`config.mk`:
```
export PLATFORM = sky130hd
export DESIGN_NAME = mem_stage
export DESIGN_NICKNAME = d
export VERILOG_FILES = /design/src/rtl/pipe_pkg.sv /design/src/rtl/mw_pipereg.sv /design/src/rtl/mem_stage.sv
export SDC_FILE = /design/constraint.sdc
export NUM_CORES = 1
export LEC_CHECK = 0
export CAP_MARGIN = 20
export CORE_ASPECT_RATIO = 0.5
export CORE_UTILIZATION = 42
export DETAILED_ROUTE_END_ITERATION = 10
export PLACE_DENSITY = 0.88
export SLEW_MARGIN = 0
export SYNTH_ARGS = -nofsm -noshare
export SYNTH_HDL_FRONTEND = slang
export SYNTH_SLANG_ARGS = --single-unit
```
`constraint.sdc`:
```
create_clock -name clk -period 1.9 [get_ports clk]
set_input_delay 0.38 -clock clk [delete_from_list [all_inputs] [get_ports clk]]
set_output_delay 0.38 -clock clk [all_outputs]
set_load 0.02 [all_outputs]
```
`src/rtl/pipe_pkg.sv`:
```
// Shared types for the memory stage and its M->W pipeline register.
package pipe_pkg;

  typedef enum logic {
    MEM_IDLE = 1'b0,
    MEM_WAIT = 1'b1
  } mem_state_t;

  typedef struct packed {
    logic pcsrc;
    logic regwrite;
    logic memtoreg;
  } wb_ctrl_t;

  localparam wb_ctrl_t WB_BUBBLE = '{pcsrc: 1'b0, regwrite: 1'b0, memtoreg: 1'b0};

endpackage

```
`src/rtl/mw_pipereg.sv`:
```
// M->W pipeline register; a bubble clears the controls and holds the data fields.
module mw_pipereg
  import pipe_pkg::*;
#(
  parameter int unsigned DATA_W = 32,
  parameter int unsigned ADDR_W = 4
) (
  input  logic              clk,
  input  logic              rst_n,
  input  logic              bubble,
  input  wb_ctrl_t          ctrl_d,
  input  logic [DATA_W-1:0] aluout_d,
  input  logic [DATA_W-1:0] rdata_d,
  input  logic [ADDR_W-1:0] waddr_d,
  output wb_ctrl_t          ctrl_q,
  output logic [DATA_W-1:0] aluout_q,
  output logic [DATA_W-1:0] rdata_q,
  output logic [ADDR_W-1:0] waddr_q
);

  always_ff @(posedge clk or negedge rst_n) begin
    if (!rst_n) begin
      ctrl_q   <= WB_BUBBLE;
      aluout_q <= '0;
      rdata_q  <= '0;
      waddr_q  <= '0;
    end else if (bubble) begin
      ctrl_q   <= WB_BUBBLE;
    end else begin
      ctrl_q   <= ctrl_d;
      aluout_q <= aluout_d;
      rdata_q  <= rdata_d;
      waddr_q  <= waddr_d;
    end
  end

endmodule

```
`src/rtl/mem_stage.sv`:
```
// Memory pipeline stage: drives a wait-stated data memory over req/ready,
// stalls the front of the pipe while an access is outstanding, feeds writeback.
module mem_stage
  import pipe_pkg::*;
#(
  parameter int unsigned DATA_W  = 32,
  parameter int unsigned TIMEOUT = 16
) (
  input  logic              clk,
  input  logic              reset,
  input  logic              FlushM,
  input  logic              PCSrcM,
  input  logic              RegWriteM,
  input  logic              MemtoRegM,
  input  logic              MemWriteM,
  input  logic [DATA_W-1:0] ALUResultM,
  input  logic [DATA_W-1:0] WriteDataM,
  input  logic [3:0]        WriteAddrM,
  output logic              DataReq,
  output logic              DataWe,
  output logic [DATA_W-1:0] DataAddr,
  output logic [DATA_W-1:0] DataWdata,
  input  logic              DataReady,
  input  logic [DATA_W-1:0] DataRdata,
  output logic              MemStallM,
  output logic              MemFault,
  output logic              PCSrcW,
  output logic              RegWriteW,
  output logic              MemtoRegW,
  output logic [DATA_W-1:0] ReadDataW,
  output logic [DATA_W-1:0] ALUOutW,
  output logic [3:0]        WriteAddrW,
  output logic [DATA_W-1:0] ResultW
);

  localparam int unsigned     CNT_W    = (TIMEOUT > 2) ? $clog2(TIMEOUT) : 1;
  localparam logic [CNT_W-1:0] CNT_LAST = CNT_W'(TIMEOUT - 1);

  mem_state_t        state_q, state_d;
  logic [CNT_W-1:0]  cnt_q, cnt_d;
  logic              flushed_q, flushed_d;
  logic              fault_d;
  logic              bubble_c;
  logic              req_c;
  logic              stall_c;
  logic              mem_op;
  logic              aligned;
  logic              timeout_hit;
  logic              we_q;
  logic [DATA_W-1:0] addr_q;
  logic [DATA_W-1:0] wdata_q;
  wb_ctrl_t          ctrl_m;
  wb_ctrl_t          ctrl_w;

  assign mem_op      = MemtoRegM | MemWriteM;
  assign aligned     = (ALUResultM[1:0] == 2'b00);
  // Counter reads 0 in IDLE, so the first request cycle counts toward the limit.
  assign timeout_hit = (TIMEOUT != 0) && (cnt_q == CNT_LAST);

  always_ff @(posedge clk or negedge reset) begin
    if (!reset) begin
      state_q   <= MEM_IDLE;
      cnt_q     <= '0;
      flushed_q <= 1'b0;
      MemFault  <= 1'b0;
    end else begin
      state_q   <= state_d;
      cnt_q     <= cnt_d;
      flushed_q <= flushed_d;
      MemFault  <= fault_d;
    end
  end

  always_comb begin
    state_d   = state_q;
    cnt_d     = cnt_q;
    flushed_d = flushed_q;
    fault_d   = 1'b0;
    bubble_c  = 1'b1;
    req_c     = 1'b0;
    stall_c   = 1'b0;
    case (state_q)
      MEM_IDLE: begin
        cnt_d     = '0;
        flushed_d = 1'b0;
        if (FlushM) begin
          bubble_c = 1'b1;
        end else if (mem_op && !aligned) begin
          fault_d = 1'b1;
        end else if (mem_op) begin
          req_c = 1'b1;
          if (DataReady) begin
            bubble_c = 1'b0;
          end else if (timeout_hit) begin
            fault_d = 1'b1;
          end else begin
            stall_c = 1'b1;
            state_d = MEM_WAIT;
            cnt_d   = CNT_W'(1);
          end
        end else begin
          bubble_c = 1'b0;
        end
      end
      MEM_WAIT: begin
        req_c = 1'b1;
        if (DataReady) begin
          bubble_c  = flushed_q | FlushM;
          state_d   = MEM_IDLE;
          cnt_d     = '0;
          flushed_d = 1'b0;
        end else if (timeout_hit) begin
          fault_d   = 1'b1;
          state_d   = MEM_IDLE;
          cnt_d     = '0;
          flushed_d = 1'b0;
        end else begin
          stall_c   = 1'b1;
          cnt_d     = cnt_q + CNT_W'(1);
          flushed_d = flushed_q | FlushM;
        end
      end
      default: state_d = MEM_IDLE;
    endcase
  end

  // Request fields captured at issue so they cannot move while waiting.
  always_ff @(posedge clk or negedge reset) begin
    if (!reset) begin
      we_q    <= 1'b0;
      addr_q  <= '0;
      wdata_q <= '0;
    end else if (state_q == MEM_IDLE) begin
      we_q    <= MemWriteM;
      addr_q  <= ALUResultM;
      wdata_q <= WriteDataM;
    end
  end

  assign DataReq   = reset & req_c;
  assign MemStallM = reset & stall_c;
  assign DataWe    = DataReq & ((state_q == MEM_WAIT) ? we_q : MemWriteM);
  assign DataAddr  = (state_q == MEM_WAIT) ? addr_q : ALUResultM;
  assign DataWdata = (state_q == MEM_WAIT) ? wdata_q : WriteDataM;

  assign ctrl_m = '{pcsrc: PCSrcM, regwrite: RegWriteM, memtoreg: MemtoRegM};

  mw_pipereg #(
    .DATA_W (DATA_W),
    .ADDR_W (4)
  ) u_mw_pipereg (
    .clk      (clk),
    .rst_n    (reset),
    .bubble   (bubble_c),
    .ctrl_d   (ctrl_m),
    .aluout_d (ALUResultM),
    .rdata_d  (DataRdata),
    .waddr_d  (WriteAddrM),
    .ctrl_q   (ctrl_w),
    .aluout_q (ALUOutW),
    .rdata_q  (ReadDataW),
    .waddr_q  (WriteAddrW)
  );

  assign PCSrcW    = ctrl_w.pcsrc;
  assign RegWriteW = ctrl_w.regwrite;
  assign MemtoRegW = ctrl_w.memtoreg;
  assign ResultW   = MemtoRegW ? ReadDataW : ALUOutW;

endmodule

```
Word level (Yosys, flattened, before mapping)
Index checks and enable logic that the tools add are counted.
Cells by class
  add/sub/neg operators: 1
  multipliers: 0
  div/mod/pow operators: 0
  $lt $le $gt $ge: 0
  equality and inequality tests: 1
  shift-type cells: 0
  muxes and demuxes: 38
  bitwise operators: 6
  reductions and logical operators: 3
Operator list (number)
  32-bit 2-to-1 mux: 3
  1-bit 2-to-1 mux: 26
  1-bit case mux with 2 select lines: 5
  4-bit 2-to-1 mux: 2
  4-bit case mux with 2 select lines: 1
  4-bit by 1-bit adder with 4-bit output, second input constant: 1
  4-bit equality test, second input constant: 1
  1-bit AND: 3
  3-bit 2-to-1 mux: 1
  2-bit logical NOT: 1
  1-bit bitwise OR: 2
  1-bit logical AND: 1
  1-bit logical NOT: 1
  1-bit NOT: 1
Storage, ports and cells
  bits in registers: 143
  bits in latches: 0
  RAM bits: 0
  ROM bits: 0
  input port bits: 108
  output and inout port bits: 171
  word-level logic and storage cells: 62
  memories: 0

Longest topological paths before layout
Gate-level depths: netlist of run 1.
  word-level depth: 8
  mapped depth: 6
  mapped depth without buffers: 4

Modules after synthesis
From an unflattened synthesis of run 1, not the netlist that was laid out.
Second synthesis, totals
  cell total of the unflattened synthesis: 361
  area total of the unflattened synthesis: 6187.2 um^2
Modules (own cells, without submodules)
  mem_stage: instances 1, cells an instance 211, area each 3228.1 um^2, seq. area each 1801.7 um^2
  mw_pipereg: instances 1, cells an instance 150, area each 2959.1 um^2, seq. area each 1776.7 um^2

Worst setup path before layout of run 1
No wires, ideal clock.
  path type: register -> output
  start point: register state_q
  end point: output MemStallM
  data arrival time: 1.595 ns
  required time: 1.520 ns
  slack: -0.075 ns
  stages on the path, launching flop included: 5
  path buffers: 2
  path through: dfrtp_1 buf_2 buf_2 a31oi_1 nor4b_1
Between the ends
  word-level cells in the longest chain between the ends: 3
RTL lines
  from (decl): RTL line mem_stage.sv:39  | mem_state_t state_q, state_d;
  from (signal assigned): RTL line mem_stage.sv:67  | state_q <= state_d;
  1-bit NOT
  1-bit case mux with 2 select lines (*): RTL line mem_stage.sv:82  | case (state_q)
  1-bit AND (*): RTL line mem_stage.sv:141  | assign MemStallM = reset & stall_c;
  to (decl): RTL line mem_stage.sv:25  | output logic MemStallM,
Every way passes the cells marked *; elsewhere a longest branch is shown, timed or not.

Worst setup path after layout of run 1
  start point: register state_q
  end point: register u_mw_pipereg.rdata_q[16]
Between the ends
  word-level cells in the longest chain between the ends: 2
RTL lines
  1-bit NOT
  1-bit case mux with 2 select lines (*): RTL line mem_stage.sv:82
  to (signal assigned): RTL line mw_pipereg.sv:32  | rdata_q <= rdata_d;
  to (decl): RTL line mw_pipereg.sv:17  | output logic [DATA_W-1:0] rdata_q,
Marked as above.
A chain may end at the register's enable or synchronous reset.

==> reports/metrics.csv, run 1 <==
stage,metric,value,unit
sta,pin slew with the least headroom to its limit,0.803,ns
floorplanning,core area,0.0145,mm^2
critical_path,nature of the critical path endpoint,flip-flop,
logic_synthesis,Synth cell types,34,
sta,Final Hold Viols,0,
routing,Routed wire per std cell,24.0,um
logic_synthesis,"FF+latch count, synth",143,
routing,WL met2,12.4,mm
global_routing,first-pass GRT wire length,30.8,mm
cells_and_area,Layout area overhead,80.9,%
routing,vias,5668,
placed_design,DP HPWL,13.0,mm
floorplanning,chip width,175,um
critical_path,Setup crit start kind,flip-flop,
sta,clock skew,0.0111,ns
logic_synthesis,netlist area before placement,0.00625,mm^2
routing,Vias/cell,5.61,
clocking,Clock transition at path regs,0.07,ns
flow_run,max-cap violation count,0,
sta,f_max,485,MHz
critical_path,CP arrival,2.35,ns
global_routing,largest net degree at the start of global routing,144,
clocking,hold-fix buffers at CTS,0,
critical_path,r2r setup slk,-0.16,ns
critical_path,worst-path fanout max,20,
critical_path,worst r2r src,state_q$_DFF_PN0_,
power,VDD IR-drop max,0.732,mV
logic_synthesis,Syn Area/Cell,13.8,um^2
floorplanning,num rows,31,
global_routing,number of global-route vias before repair,5663,
run_status,violated checks,negative setup slack,
sta,post-layout min period,2.06,ns
cells_and_area,area occupied by registers,0.00358,mm^2
logic_synthesis,largest cells by area after synthesis,"dfrtp_1 57%, mux2_2 18%, a32o_1 11%, nor2b_1 5.9%, buf_2 1.3%",
sta,Final setup viols,167,
global_routing,gr ovfl total,0,
floorplanning,Die ar.,0.0154,mm^2
placed_design,cell area after placement,0.00947,mm^2
clocking,worst skew pair latency,0.41,ns
routing,Post-DRT Antenna Nets,0,
sta,Slew headroom,46.5,%
routing,DR top layer,met4,
clocking,Root Buffer,clkbuf_16,
sta,max-slew violation count,0,
logic_synthesis,Syn Nets,563,
routing,DRC Markers,0,
hold_path,HP Class,primary input to async pin,
critical_path,end point of the critical path,u_mw_pipereg.rdata_q[16]$_DFFE_PN0N_,
critical_path,R2R depth,7,
sta,RSZ-0062 raised after global routing,yes,
logic_synthesis,Post-Synthesis Cells,454,
clocking,CTS tree,yes,
logic_synthesis,sequential fraction of the synthesis area,57.3,%
cells_and_area,share of post-route cells with drive strength above 1,41.3,%
routing,routed wire length on met3,1.49,mm
routing,Pre-antenna DRT Iters,5,
power,Leakage,5.00,nW
cells_and_area,Multi-input gate area,0.00281,mm^2
critical_path,R2R Path End,u_mw_pipereg.rdata_q[16]$_DFFE_PN0N_,
cells_and_area,"Design Area, Final",0.0113,mm^2
logic_synthesis,leading area contributor after synthesis,dfrtp_1,
floorplanning,Initial Utilization,43.1,%
floorplanning,die height,88.3,um
global_routing,initial antenna violation count,0,
cells_and_area,nets,907,
placed_design,final estimated routing congestion in global placement,0.795,
placed_design,DP Worst Slack,-0.744,ns
floorplanning,I/O pin count,279,
power,PwrDens,972,mW/mm^2
sta,WHS,0.0937,ns
critical_path,crit path launch,state_q$_DFF_PN0_,
cells_and_area,fillers,774,
routing,M1 WL,9.64,mm
logic_synthesis,post-synth top area share,57.3,%
routing,Iter 0 DRT Violations,505,
critical_path,kind of critical path,flip-flop to flip-flop,
run_status,status,"complete, but fails checks",
routing,DRT Wirelength,24.2,mm
critical_path,Worst Path Required,2.18,ns
logic_synthesis,synth warn,0,
global_routing,GRT Total Usage,26.0,%
clocking,Clock Sinks,143,
clocking,CTS Buf Count,17,
sta,period utilization,109,%
clocking,CTS max path bufs,2,
sta,post-route setup TNS,-18.67,ns
sta,setup slack after layout,-0.162,ns
placed_design,port buffer count,278,
clocking,CTS H-tree depth,4,
==> where the power goes <==
part           internal [mW]  switching (mW)
Combinational           1.92            1.62
Clock                   2.30            1.39
Sequential              3.44           0.324
Total                   7.66            3.33
==> worst max-delay path: stages (launching register included) <==
cell and delay, ns:
dfrtp_2 0.43, buf_12 0.18, clkbuf_16 0.18, buf_4 0.14, nor3_4 0.06, a311o_2 0.50, buf_12 0.22, a32o_1 0.22
==> how the worst min path moves through the flow <==
stage | startpoint | end | slack (ns) | depth (start not counted)
floorplan | reset | MemFault$_DFF_PN0_ | 0.08 | 0
global placement | cnt_q[3]$_DFF_PN0_ | cnt_q[3]$_DFF_PN0_ | 0.47 | 1
detailed placement | addr_q[19]$_DFF_PN0_ | addr_q[19]$_DFF_PN0_ | 0.48 | 1
CTS | reset | addr_q[17]$_DFF_PN0_ | 0.17 | 2
global route | reset | addr_q[17]$_DFF_PN0_ | 0.21 | 2
finish | reset | addr_q[17]$_DFF_PN0_ | 0.09 | 2
==> metal layers <==
layer / vias up / GRT usage, %
li1: 2391 / -
met1: 2949 / 31.5
met2: 263 / 46.0
met3: 65 / 5.80
met4: 0 / 11.0
met5: - / 0
==> cells in the mapped netlist <==
cell type,instances
ha_1,1
a32o_1,66
o22ai_1,1
nor3_2,1
a311o_1,1
a2111oi_0,1
nand2_1,1
a311oi_1,1
nor2_2,1
or3b_1,1
inv_1,3
xnor2_1,1
and2b_1,8
dfrtp_1,143
nand3_1,2
buf_6,5
mux2_2,99
nor3_1,2
or2_2,1
nand2b_1,2
a21oi_1,1
and3_1,1
buf_1,6
a21o_1,1
and3b_1,2
nor4b_1,1
clkbuf_1,14
a31oi_1,2
buf_2,16
a21boi_0,3
nor2b_1,59
o31a_1,2
o21ai_2,1
nor2_1,4
==> cells in the final DEF (no fill, tap or decap), types with 3 or more instances in the layout <==
cell type	count
nor2_1	3
buf_6	109
mux2_4	72
buf_4	47
buf_8	4
buf_16	3
mux2_2	27
nor2b_1	59
clkbuf_16	24
buf_12	16
bufinv_16	4
dfrtp_1	141
inv_6	5
and2b_1	8
clkdlybuf4s50_1	172
clkinv_4	4
inv_1	3
dlymetal6s2s_1	3
a32o_1	66
==> cells by family after synthesis <==
logic type	synth area share [%]
compound gates	12.3
buf+inv	3.56
simple gates	8.71
flops	57.3
fa+ha+maj	0.200
mux	17.8
xor+xnor	0.140
==> cell type report <==
cell class                 count  area share, %
antenna                        1         0.0221
multi-input combinational    268           24.8
inverter                       3         0.0996
timing repair buffer         365           35.4
tap                          198           2.19
clock buffer                  19           4.01
clock inverter                13           1.76
sequential                   143           31.7
==> state kept, by name (all words and copies together) (netlist names) <==
signal / count
addr_q: 32
u_mw_pipereg.aluout_q: 32
u_mw_pipereg.rdata_q: 32
wdata_q: 32
cnt_q: 4
u_mw_pipereg.waddr_q: 4
u_mw_pipereg.ctrl_q: 3
MemFault: 1
flushed_q: 1
state_q: 1
we_q: 1
==> metrics by stage <==
stage / total power [mW] / instances / util [%]
finish: 11.0 / 1010 / 77.9
global route: 11.4 / 1009 / 77.9
CTS: 10.6 / 986 / 72.6
detailed placement: 6.82 / 925 / 65.3
global placement: 6.74 / 925 / 65.3
floorplan: 5.16 / 454 / -
==> what timing repair did <==
action / CTS / global route
gates resized for setup: 557 / 157
cloned: 7 / 12
endpoints found under the setup margin: 100 / 169
setup buffers: 22 / 16
pin swaps: 2 / 5
(Power assumes the default switching activity.)
==> run 2, diff against run 1 <==
- CAP_MARGIN: 20 -> not set
==> results of run 2 <==
Same layout as run 1: the final DEF is identical, and so are final timing and power.
